`config.mk`:
```
export PLATFORM = sky130hd
export DESIGN_NAME = pipeline_hazard_ctrl
export DESIGN_NICKNAME = d
export VERILOG_FILES = /design/src/rtl/pipeline_hazard_ctrl.sv
export SDC_FILE = /design/constraint.sdc
export NUM_CORES = 1
export LEC_CHECK = 0
export CORE_MARGIN = 8
export CORE_UTILIZATION = 49
export DETAILED_ROUTE_END_ITERATION = 16
export GPL_TIMING_DRIVEN = 0
export MAX_ROUTING_LAYER = met4
export PLACE_DENSITY = 0.85
export SYNTH_ARGS = -nofsm -noshare
export SYNTH_HDL_FRONTEND = slang
export SYNTH_SLANG_ARGS = --single-unit
```
`constraint.sdc`:
```
create_clock -name clk -period 3.42 [get_ports clk]
set_input_delay 0.684 -clock clk [delete_from_list [all_inputs] [get_ports clk]]
set_output_delay 0.684 -clock clk [all_outputs]
set_load 0.05 [all_outputs]
```
`src/rtl/pipeline_hazard_ctrl.sv`:
```
// ---------------------------------------------------------------------------
// pipeline_hazard_ctrl : stall/flush controller for a 5-stage pipeline
// (load-use, taken branch, memory wait with timeout watchdog).  Rev 1.0
// ---------------------------------------------------------------------------
`default_nettype none

module pipeline_hazard_ctrl #(
  parameter int REG_INDEX_BIT_WIDTH = 4,
  parameter int MAX_WAIT            = 255,
  parameter int CNT_WIDTH           = 16
) (
  input  logic                           clk,
  input  logic                           reset,
  input  logic [REG_INDEX_BIT_WIDTH-1:0] id_src1,
  input  logic [REG_INDEX_BIT_WIDTH-1:0] id_src2,
  input  logic                           id_uses_src1,
  input  logic                           id_uses_src2,
  input  logic [REG_INDEX_BIT_WIDTH-1:0] exe_dst,
  input  logic                           exe_is_load,
  input  logic                           exe_reg_wrt_en,
  input  logic                           exe_branch_taken,
  input  logic                           mem_access,
  input  logic                           mem_ready,
  output logic                           pc_en,
  output logic                           if_id_en,
  output logic                           id_exe_en,
  output logic                           exe_mem_en,
  output logic                           mem_wb_en,
  output logic                           if_id_flush,
  output logic                           id_exe_flush,
  output logic                           mem_wb_bubble,
  output logic                           mem_timeout,
  output logic [CNT_WIDTH-1:0]           stall_cnt
);

  typedef enum logic [1:0] {
    RUN      = 2'd0,
    MEM_WAIT = 2'd1,
    HALT     = 2'd2
  } state_t;

  localparam logic [7:0]           WAIT_LAST = 8'(MAX_WAIT - 1);
  localparam logic [CNT_WIDTH-1:0] CNT_MAX   = {CNT_WIDTH{1'b1}};

  state_t     state;
  logic [7:0] wait_cnt;
  logic       mem_stall;
  logic       load_use;

  assign mem_stall = mem_access & ~mem_ready;
  assign load_use  = exe_is_load & exe_reg_wrt_en &
                     ((id_uses_src1 & (id_src1 == exe_dst)) |
                      (id_uses_src2 & (id_src2 == exe_dst)));

  always_comb begin
    pc_en         = 1'b0;
    if_id_en      = 1'b0;
    id_exe_en     = 1'b0;
    exe_mem_en    = 1'b0;
    mem_wb_en     = 1'b0;
    if_id_flush   = 1'b0;
    id_exe_flush  = 1'b0;
    mem_wb_bubble = 1'b0;
    mem_timeout   = 1'b0;
    // Reset low forces every control inactive without waiting for a clock.
    if (reset) begin
      if (state == HALT) begin
        mem_timeout = 1'b1;
      end else if (mem_stall) begin
        mem_wb_en     = 1'b1;
        mem_wb_bubble = 1'b1;
      end else if (exe_branch_taken) begin
        pc_en        = 1'b1;
        if_id_en     = 1'b1;
        id_exe_en    = 1'b1;
        exe_mem_en   = 1'b1;
        mem_wb_en    = 1'b1;
        if_id_flush  = 1'b1;
        id_exe_flush = 1'b1;
      end else if (load_use) begin
        id_exe_en    = 1'b1;
        exe_mem_en   = 1'b1;
        mem_wb_en    = 1'b1;
        id_exe_flush = 1'b1;
      end else begin
        pc_en      = 1'b1;
        if_id_en   = 1'b1;
        id_exe_en  = 1'b1;
        exe_mem_en = 1'b1;
        mem_wb_en  = 1'b1;
      end
    end
  end

  always_ff @(posedge clk or negedge reset) begin
    if (!reset) begin
      state     <= RUN;
      wait_cnt  <= 8'd0;
      stall_cnt <= '0;
    end else if (state != HALT) begin
      if (!pc_en && stall_cnt != CNT_MAX) begin
        stall_cnt <= stall_cnt + 1'b1;
      end
      if (mem_stall) begin
        wait_cnt <= wait_cnt + 8'd1;
        state    <= (wait_cnt == WAIT_LAST) ? HALT : MEM_WAIT;
      end else begin
        wait_cnt <= 8'd0;
        state    <= RUN;
      end
    end
  end

endmodule

`default_nettype wire

```
==> results of run 1 <==
[cells by family after synthesis]
family | after synthesis | share of synthesized area
buf+inv | 7 | 0.0239
simple gates | 70 | 0.264
flops | 26 | 0.444
fa+ha+maj | 3 | 0.0256
xor+xnor | 23 | 0.138
compound gates | 22 | 0.0966
mux | 1 | 0.00769
[path summary, 6_finish.rpt]
| kind | end | slack, ns | depth (start not counted) |
|---|---|---|---|
| worst min-delay path | state[0]$_DFFE_PN0N_ | 0.36 | 1 |
| min in group clk | wait_cnt[6]$_DFFE_PN0N_ | 0.51 | 1 |
| worst min register to register | wait_cnt[6]$_DFFE_PN0N_ | 0.51 | 1 |
| worst max-delay path | pc_en | 0.09 | 8 |
| worst max register to register | stall_cnt[1]$_DFFE_PN0P_ | 1.47 | 6 |
| max in group asynchronous | stall_cnt[14]$_DFFE_PN0P_ | 2.66 | 1 |
[layer usage]
layer  routed length [um]  track usage
met4                   25       0.0254
met2                 2040        0.295
met1                 1520        0.170
met3                  174       0.0353
met5                    0            -
[critical path, delay by kind of cell]
family	cells	cell delay, ns
buffers and inverters	4	1.25
AND/OR/NAND/NOR	1	0.13
XOR/XNOR	1	0.17
AO/OA/AOI/OAI	2	0.40
[cell type report]
class	count	area (um2)
inverters	2	7.51
clock buffers	4	36.3
well taps	33	41.3
flip-flops and latches	26	651
plain buffers	5	28.8
fillers	237	952
repair buffers	45	444
multi-input cells	119	792
[cells in the mapped netlist, types with 2 or more instances]
cell	count
sky130_fd_sc_hd__xor2_1	15
sky130_fd_sc_hd__nor4_1	2
sky130_fd_sc_hd__clkbuf_1	2
sky130_fd_sc_hd__nor2_1	10
sky130_fd_sc_hd__o31ai_1	2
sky130_fd_sc_hd__xnor2_1	8
sky130_fd_sc_hd__nor3_1	4
sky130_fd_sc_hd__nor2b_1	3
sky130_fd_sc_hd__ha_1	3
sky130_fd_sc_hd__nand4_1	3
sky130_fd_sc_hd__and3_1	4
sky130_fd_sc_hd__nand2_1	19
sky130_fd_sc_hd__dfrtp_1	26
sky130_fd_sc_hd__nand2b_1	3
sky130_fd_sc_hd__inv_1	2
sky130_fd_sc_hd__and2_1	5
sky130_fd_sc_hd__o21ai_0	12
sky130_fd_sc_hd__buf_4	2
sky130_fd_sc_hd__a31oi_1	4
sky130_fd_sc_hd__nand3_1	10
[flip-flops by register name (all words and copies together) (netlist names)]
register   cells
stall_cnt     16
state          2
wait_cnt       8
[timing repair]
item,in CTS,in global routing
hold buffers,0,0
resized for setup,15,2
setup endpoints to repair,9,2
buffers inserted,0,0
[per-stage QoR]
step	setup TNS, ns	power [W]	setup WS (ns)	std cells
after floorplan	0	0.000330	0.550	152
after global placement	-5.77	0.000363	-1.21	230
after detailed placement	-6.24	0.000365	-1.26	230
after CTS	0	0.000519	0.00594	234
after global routing	0	0.000538	0.0142	234
final	0	0.000516	0.0884	234
[power groups by stage]
stage,clock network [W],logic [W],registers (W)
detailed placement,0,0.0000521,0.000313
CTS,0.000158,0.0000535,0.000307
finish,0.000154,0.0000542,0.000307
global placement,0,0.0000502,0.000313
global route,0.000172,0.0000586,0.000308
floorplan,0,0.0000169,0.000313
==> report_table.html, run 1 <==
<table>
<tr><th>Metric</th><th>Value</th></tr>
<tr><th colspan="2">Finish</th></tr>
<tr><td>Layout Area Growth over Synthesis</td><td>36.7%</td></tr>
<tr><td>Highest-count cells in the layout ignoring fill and taps</td><td>39 x sky130_fd_sc_hd__clkdlybuf4s50_1, 26 x sky130_fd_sc_hd__dfrtp_1, 19 x sky130_fd_sc_hd__nand2_1</td></tr>
<tr><td>Fraction of layout instances using a drive strength above 1</td><td>0.0896</td></tr>
<tr><td>Number of diodes</td><td>0</td></tr>
<tr><td>Final instance area</td><td>between 2000 and 2500 um2</td></tr>
<tr><td>Final net count</td><td>226</td></tr>
<tr><td>Finished Core Util</td><td>0.678</td></tr>
<tr><td>Most common cell after layout, fill and taps aside</td><td>sky130_fd_sc_hd__clkdlybuf4s50_1</td></tr>
<tr><th colspan="2">Route</th></tr>
<tr><td>Routed wirelength normalized by instance count</td><td>16.1 um</td></tr>
<tr><td>DR DRC count</td><td>0</td></tr>
<tr><td>Drt first-iter violations</td><td>47</td></tr>
<tr><td>Post-detailed-route count of antenna-violating nets</td><td>0</td></tr>
<tr><td>Via count</td><td>between 1000 and 1500</td></tr>
<tr><td>Mean number of vias per cell</td><td>5.43</td></tr>
<tr><td>Number of optimization iterations in the first detailed-route pass</td><td>4</td></tr>
<tr><td>DRT Wirelength</td><td>3.76 mm</td></tr>
<tr><th colspan="2">Setup path</th></tr>
<tr><td>Required time of the worst setup path</td><td>roughly 2.7 ns</td></tr>
<tr><td>Maximum fanout encountered on the critical timing path</td><td>11</td></tr>
<tr><td>Critical path launch point type</td><td>primary input</td></tr>
<tr><td>Slowest stage cell, crit path</td><td>sky130_fd_sc_hd__clkdlybuf4s50_1</td></tr>
<tr><td>Endpoint arrival time on the critical path</td><td>2.65 ns</td></tr>
<tr><td>Startpoint of the worst setup timing path</td><td>exe_dst[2]</td></tr>
<tr><td>Worst Setup Path Type</td><td>primary input to output port</td></tr>
<tr><td>Slowest stage delay, CP</td><td>approximately 0.47 ns</td></tr>
<tr><td>Critical Path Sink Type</td><td>output port</td></tr>
<tr><td>Crit-path cells</td><td>clkdlybuf4s50_1, xnor2_1, nand3_1, o22ai_2, a21oi_4, buf_2, buf_4, clkdlybuf4s15_2</td></tr>
<tr><td>Reg-to-reg startpoint</td><td>stall_cnt[0]$_DFFE_PN0P_</td></tr>
<tr><th colspan="2">Synth</th></tr>
<tr><td>Proportion of register bits with asynchronous set or reset after synthesis</td><td>1.00</td></tr>
<tr><td>Leading post-synthesis cells by cell area</td><td>sky130_fd_sc_hd__dfrtp_1 44%, sky130_fd_sc_hd__xor2_1 9.0%, sky130_fd_sc_hd__nand2_1 4.9%</td></tr>
<tr><td>Count of flip-flops with a built-in enable after synthesis</td><td>0</td></tr>
<tr><td>Synthesis Warnings</td><td>0</td></tr>
<tr><td>Synthesized flop and latch total</td><td>26</td></tr>
<tr><td>Mean instance size in the synthesized netlist</td><td>9.63 um2</td></tr>
<tr><td>Register area share after synthesis</td><td>0.444</td></tr>
<tr><td>Syn nets</td><td>176</td></tr>
<tr><td>Gate count after technology mapping</td><td>between 150 and 200</td></tr>
<tr><td>Netlist area before placement</td><td>between 1000 and 1500 um2</td></tr>
<tr><td>Most used DFF post-synth</td><td>sky130_fd_sc_hd__dfrtp_1</td></tr>
<tr><td>Cell type with the highest aggregate area in the netlist</td><td>sky130_fd_sc_hd__dfrtp_1</td></tr>
<tr><td>Area fraction of the dominant cell type after synthesis</td><td>0.444</td></tr>
<tr><td>Number of unique standard cell types used by synthesis</td><td>33</td></tr>
<tr><th colspan="2">STA</th></tr>
<tr><td>Setup repair after global routing missed its margin</td><td>no</td></tr>
<tr><td>Clock period minus final worst setup slack</td><td>between 3 and 4 ns</td></tr>
<tr><td>Actual transition at the worst max-transition pin</td><td>0.621 ns</td></tr>
<tr><td>Final critical-path share of the clock period</td><td>0.974</td></tr>
<tr><td>Skew final</td><td>between 0.0015 and 0.002 ns</td></tr>
<tr><td>Number of setup violations in the final report</td><td>0</td></tr>
<tr><td>Hold violation count in the final report</td><td>0</td></tr>
<tr><td>Slew HR</td><td>0.586</td></tr>
<tr><td>Total count of max-transition violations in the final report</td><td>0</td></tr>
<tr><td>Fmax achieved</td><td>0.300 GHz</td></tr>
<tr><td>Hold WS</td><td>0.361 ns</td></tr>
<tr><th colspan="2">Global routing</th></tr>
<tr><td>Via count of the first global-routing pass</td><td>1390</td></tr>
<tr><td>Total global routing overflow</td><td>0</td></tr>
<tr><td>Antenna violations before repair</td><td>0</td></tr>
<tr><td>Pin count of the biggest net entering global routing</td><td>30</td></tr>
<tr><td>First-pass GRT wire length</td><td>6.38 mm</td></tr>
<tr><td>Total global routing track utilization</td><td>0.159</td></tr>
<tr><th colspan="2">Power and ir drop</th></tr>
<tr><td>Maximum resistive drop on vdd</td><td>around 0.17 mV</td></tr>
<tr><td>Portion of total power attributed to the clock network</td><td>0.299</td></tr>
<tr><td>Power spent charging and discharging nets</td><td>0.000113 W</td></tr>
<tr><td>Total leakage power</td><td>0.858 nW</td></tr>
<tr><td>Share of total power in combinational logic</td><td>0.105</td></tr>
<tr><td>Pint</td><td>0.000403 W</td></tr>
<tr><td>Total power divided by cell area</td><td>258 nW/um2</td></tr>
<tr><td>Flop pwr share</td><td>0.596</td></tr>
<tr><td>Switching portion of total power</td><td>0.220</td></tr>
<tr><th colspan="2">Placement</th></tr>
<tr><td>Placed instance area</td><td>1960 um2</td></tr>
<tr><td>I/O Buffers</td><td>45</td></tr>
<tr><td>Routability congestion estimate from global placement</td><td>0.825</td></tr>
<tr><td>DP HPWL</td><td>between 2 and 3 mm</td></tr>
<tr><th colspan="2">Floorplan</th></tr>
<tr><td>Row count</td><td>20</td></tr>
<tr><td>Die X-Extent</td><td>a little over 70 um</td></tr>
<tr><td>Die outline height</td><td>70.7 um</td></tr>
<tr><td>Area of the die</td><td>about 5000 um2</td></tr>
<tr><td>Initial Util</td><td>0.496</td></tr>
<tr><td>Ports</td><td>46</td></tr>
<tr><td>Core ar.</td><td>2950 um2</td></tr>
<tr><th colspan="2">Clocking</th></tr>
<tr><td>Clock transition at the registers of the reported paths</td><td>between 0.1 and 0.15 ns</td></tr>
<tr><td>Number of buffers created by CTS</td><td>3</td></tr>
<tr><td>Buffer type at the clock tree root</td><td>sky130_fd_sc_hd__clkbuf_4</td></tr>
<tr><td>CTS sink count</td><td>26</td></tr>
<tr><td>CTS tree</td><td>done</td></tr>
<tr><td>Number of buffers between clock root and the deepest sink</td><td>2</td></tr>
<tr><td>Latest clock arrival within the worst-skew pair</td><td>0.31 ns</td></tr>
<tr><td>Level count of the clock H-tree</td><td>1</td></tr>
<tr><th colspan="2">Run status</th></tr>
<tr><td>Outcome</td><td>completed</td></tr>
<tr><th colspan="2">Job</th></tr>
<tr><td>MaxCap Viol Count</td><td>0</td></tr>
<tr><th colspan="2">Worst hold path</th></tr>
<tr><td>Worst min-delay path category</td><td>primary input to async pin</td></tr>
</table>
No activity file was read; power rests on OpenSTA's default activity.
==> run 2, diff against run 1 <==
Settings changed: CORE_ASPECT_RATIO from default to 1.5.
Clock period 3.42 ns to 3.9 ns, I/O delays scaled along.
==> run 2 against run 1 <==
Against the previous run:
- power is 3.7% higher
- clock power is 43% higher
- combinational power is 15% lower
- flip-flop and latch count stayed put
- first-iteration DRC count is 8.5% lower
- non-clock buffer count stayed put
- sequential share of layout area is 0.38 points lower
- cell count is 2.6% higher
- count of clock-buffer cells in the layout is 1 lower
- cell area is 1.2% higher
- via count is 2.8% higher
- critical endpoint unchanged
- highest routed layer unchanged
==> report_table.html, run 2 (synthesis gave the netlist of run 1 again) <==
<table>
<tr><th>Metric</th><th>Value</th></tr>
<tr><th colspan="2">Run status</th></tr>
<tr><td>Outcome</td><td>completed</td></tr>
<tr><th colspan="2">Setup path</th></tr>
<tr><td>Crit-path cells</td><td>clkdlybuf4s50_1, nand2b_1, clkbuf_1, nand2_1, a21oi_2, buf_2, buf_4, clkbuf_2</td></tr>
<tr><td>Critical path launch point type</td><td>primary input</td></tr>
<tr><td>Critical Path Sink Type</td><td>output port</td></tr>
<tr><td>R2r endpoint</td><td>stall_cnt[15]$_DFFE_PN0P_</td></tr>
<tr><td>Slowest stage delay, CP</td><td>~0.45 ns</td></tr>
<tr><td>Maximum fanout encountered on the critical timing path</td><td>11</td></tr>
<tr><td>Endpoint arrival time on the critical path</td><td>2.86 ns</td></tr>
<tr><td>FF-to-FF path depth</td><td>7</td></tr>
<tr><td>Slowest stage cell, crit path</td><td>sky130_fd_sc_hd__clkdlybuf4s50_1</td></tr>
<tr><td>Required time of the worst setup path</td><td>approximately 3.1 ns</td></tr>
<tr><td>Reg-to-reg startpoint</td><td>stall_cnt[0]$_DFFE_PN0P_</td></tr>
<tr><td>Worst Setup Path Type</td><td>primary input to output port</td></tr>
<tr><td>Reg2reg setup slack</td><td>1.92 ns</td></tr>
<tr><th colspan="2">Power and ir drop</th></tr>
<tr><td>Flop pwr share</td><td>0.503</td></tr>
<tr><td>Portion of total power attributed to the clock network</td><td>0.411</td></tr>
<tr><td>Pint</td><td>0.000433 W</td></tr>
<tr><td>Total leakage power</td><td>0.856 nW</td></tr>
<tr><td>Maximum resistive drop on vdd</td><td>0.312 mV</td></tr>
<tr><td>Power spent charging and discharging nets</td><td>0.000102 W</td></tr>
<tr><td>Share of total power in combinational logic</td><td>0.086</td></tr>
<tr><td>Switching portion of total power</td><td>0.191</td></tr>
<tr><td>Total power divided by cell area</td><td>264 nW/um2</td></tr>
<tr><th colspan="2">Finish</th></tr>
<tr><td>Highest-count cells in the layout ignoring fill and taps</td><td>42 x sky130_fd_sc_hd__clkdlybuf4s50_1, 26 x sky130_fd_sc_hd__dfrtp_1, 19 x sky130_fd_sc_hd__nand2_1</td></tr>
<tr><td>Most common cell after layout, fill and taps aside</td><td>sky130_fd_sc_hd__clkdlybuf4s50_1</td></tr>
<tr><td>Fraction of layout instances using a drive strength above 1</td><td>0.0796</td></tr>
<tr><td>Layout Area Growth over Synthesis</td><td>38.3%</td></tr>
<tr><td>Final net count</td><td>226</td></tr>
<tr><td>Flip-flop count of the largest register after layout</td><td>16</td></tr>
<tr><td>Number of diodes</td><td>0</td></tr>
<tr><td>Finished Core Util</td><td>0.702</td></tr>
<tr><td>Largest registers</td><td>stall_cnt x16, wait_cnt x8, state x2</td></tr>
<tr><td>Register with the highest flop count</td><td>stall_cnt</td></tr>
<tr><th colspan="2">Clocking</th></tr>
<tr><td>Number of buffers created by CTS</td><td>3</td></tr>
<tr><td>Number of post-CTS setup repair buffers</td><td>0</td></tr>
<tr><td>CTS tree</td><td>done</td></tr>
<tr><td>CTS sink count</td><td>26</td></tr>
<tr><td>Level count of the clock H-tree</td><td>1</td></tr>
<tr><td>Number of buffers between clock root and the deepest sink</td><td>2</td></tr>
<tr><td>Cts hold-fix bufs</td><td>0</td></tr>
<tr><td>Buffer type at the clock tree root</td><td>sky130_fd_sc_hd__clkbuf_8</td></tr>
<tr><td>Clock transition at the registers of the reported paths</td><td>about 0.09 ns</td></tr>
<tr><td>PostCTS Resize Cnt</td><td>6</td></tr>
<tr><td>Latest clock arrival within the worst-skew pair</td><td>0.27 ns</td></tr>
<tr><th colspan="2">Route</th></tr>
<tr><td>DR DRC count</td><td>0</td></tr>
<tr><td>Routed wirelength normalized by instance count</td><td>16.7 um</td></tr>
<tr><td>Mean number of vias per cell</td><td>5.44</td></tr>
<tr><td>Drt first-iter violations</td><td>43</td></tr>
<tr><td>Number of optimization iterations in the first detailed-route pass</td><td>4</td></tr>
<tr><td>DRT Wirelength</td><td>between 4 and 5 mm</td></tr>
<tr><td>Post-detailed-route count of antenna-violating nets</td><td>0</td></tr>
<tr><td>Via count</td><td>1306</td></tr>
<tr><th colspan="2">Global routing</th></tr>
<tr><td>Total global routing track utilization</td><td>0.167</td></tr>
<tr><td>Pin count of the biggest net entering global routing</td><td>30</td></tr>
<tr><td>Via count of the first global-routing pass</td><td>1421</td></tr>
<tr><td>Total global routing overflow</td><td>0</td></tr>
<tr><td>First-pass GRT wire length</td><td>~6.5 mm</td></tr>
<tr><td>Antenna violations before repair</td><td>0</td></tr>
<tr><th colspan="2">Worst hold path</th></tr>
<tr><td>Terminating pin of the worst hold path</td><td>wait_cnt[6]$_DFFE_PN0N_</td></tr>
<tr><td>Worst hold path startpoint</td><td>wait_cnt[6]$_DFFE_PN0N_</td></tr>
<tr><td>Worst min-delay path category</td><td>flop to flop</td></tr>
<tr><td>Number of instances on the worst hold path</td><td>1</td></tr>
<tr><th colspan="2">STA</th></tr>
<tr><td>Clock period minus final worst setup slack</td><td>3.64 ns</td></tr>
<tr><td>Number of setup violations in the final report</td><td>0</td></tr>
<tr><td>Final critical-path share of the clock period</td><td>0.933</td></tr>
<tr><td>Crit path setup slack, layout</td><td>about 0.26 ns</td></tr>
<tr><td>Actual transition at the worst max-transition pin</td><td>0.656 ns</td></tr>
<tr><td>Slew HR</td><td>0.563</td></tr>
<tr><td>Hold violation count in the final report</td><td>0</td></tr>
<tr><td>Setup repair after global routing missed its margin</td><td>no</td></tr>
<tr><td>Fmax achieved</td><td>roughly 0.27 GHz</td></tr>
<tr><td>Total count of max-transition violations in the final report</td><td>0</td></tr>
<tr><td>Skew final</td><td>0.00321 ns</td></tr>
<tr><th colspan="2">Placement</th></tr>
<tr><td>Worst slack at placement</td><td>-0.948 ns</td></tr>
<tr><td>Routability congestion estimate from global placement</td><td>0.839</td></tr>
<tr><td>DP HPWL</td><td>3.10 mm</td></tr>
<tr><td>I/O Buffers</td><td>45</td></tr>
<tr><th colspan="2">Floorplan</th></tr>
<tr><td>Initial Util</td><td>0.508</td></tr>
<tr><td>Die X-Extent</td><td>60.6 um</td></tr>
<tr><td>Area of the die</td><td>5030 um2</td></tr>
<tr><td>Ports</td><td>46</td></tr>
<tr><td>Row count</td><td>24</td></tr>
<tr><td>Die outline height</td><td>a little over 80 um</td></tr>
<tr><td>Core ar.</td><td>approximately 2900 um2</td></tr>
<tr><th colspan="2">Job</th></tr>
<tr><td>MaxCap Viol Count</td><td>0</td></tr>
</table>
run 2: changes by cell type in the layout (fill, tap and decap cells not counted):
cell,before,now
sky130_fd_sc_hd__clkbuf_4,3,0
sky130_fd_sc_hd__clkdlybuf4s50_1,39,42
sky130_fd_sc_hd__clkbuf_8,1,3
sky130_fd_sc_hd__bufinv_16,0,1
sky130_fd_sc_hd__o22ai_2,1,0
sky130_fd_sc_hd__clkdlybuf4s18_2,0,1
sky130_fd_sc_hd__clkbuf_2,1,2
sky130_fd_sc_hd__buf_2,2,1
sky130_fd_sc_hd__clkdlybuf4s15_2,2,0
sky130_fd_sc_hd__a21oi_4,1,0
sky130_fd_sc_hd__clkbuf_1,1,2
sky130_fd_sc_hd__dlygate4sd2_1,3,0
sky130_fd_sc_hd__a21oi_2,0,1
sky130_fd_sc_hd__o22ai_1,0,1
run 2: routing by layer:
metal	GRT usage	part of all wire	wire length [um]	vias up
li1	-	-	-	624
met1	0.159	0.36	1420	636
met2	0.319	0.60	2390	42
met3	0.0309	0.035	141	4
met4	0.0405	0.012	47	0
met5	-	0	0	-
run 2: worst max-delay path by stage:
| stage | start | endpoint | slack (ns) | depth (start not counted) |
|---|---|---|---|---|
| CTS | mem_ready | pc_en | 0.01 | 8 |
| floorplan | reset | pc_en | 0.84 | 5 |
| global route | mem_ready | pc_en | 0.11 | 8 |
| detailed placement | reset | pc_en | -0.95 | 7 |
| finish | mem_ready | pc_en | 0.26 | 8 |
| global placement | reset | pc_en | -0.91 | 7 |
run 2: power by group through the flow:
| stage | clock (W) | combinational, W | sequential, W |
|---|---|---|---|
| finish | 0.000220 | 0.0000459 | 0.000269 |
| floorplan | 0 | 0.0000148 | 0.000275 |
| global placement | 0 | 0.0000441 | 0.000275 |
| global route | 0.000233 | 0.0000499 | 0.000269 |
| detailed placement | 0 | 0.0000463 | 0.000275 |
| CTS | 0.000225 | 0.0000463 | 0.000269 |
run 2: critical path, delay by kind of cell:
| family | cells | cell delay (ns) |
|---|---|---|
| AOI/OAI and AO/OA | 1 | 0.34 |
| buffers and inverters | 5 | 1.46 |
| and+or+nand+nor | 2 | 0.26 |
run 2: layout make-up:
type / instances / area (um2)
buffer: 5 / 27.5
clock buffer: 3 / 41.3
clock inverter: 1 / 30.0
fill: 234 / 858
inverter: 2 / 7.51
multi-input combinational: 119 / 778
sequential: 26 / 651
tap: 39 / 48.8
timing repair buffer: 45 / 440
run 2: through the flow:
stage          power (W)  setup TNS, ns  instances  hold slack, ns  area, um2
2_1_floorplan   0.000290              0        152           0.445       1460
3_3_place_gp    0.000319          -3.09        236           0.464       1960
3_5_place_dp    0.000321          -3.57        236           0.503       1960
4_1_cts         0.000541              0        240           0.510       2030
5_1_grt         0.000552              0        240           0.533       2020
6_report        0.000535              0        240           0.513       2020
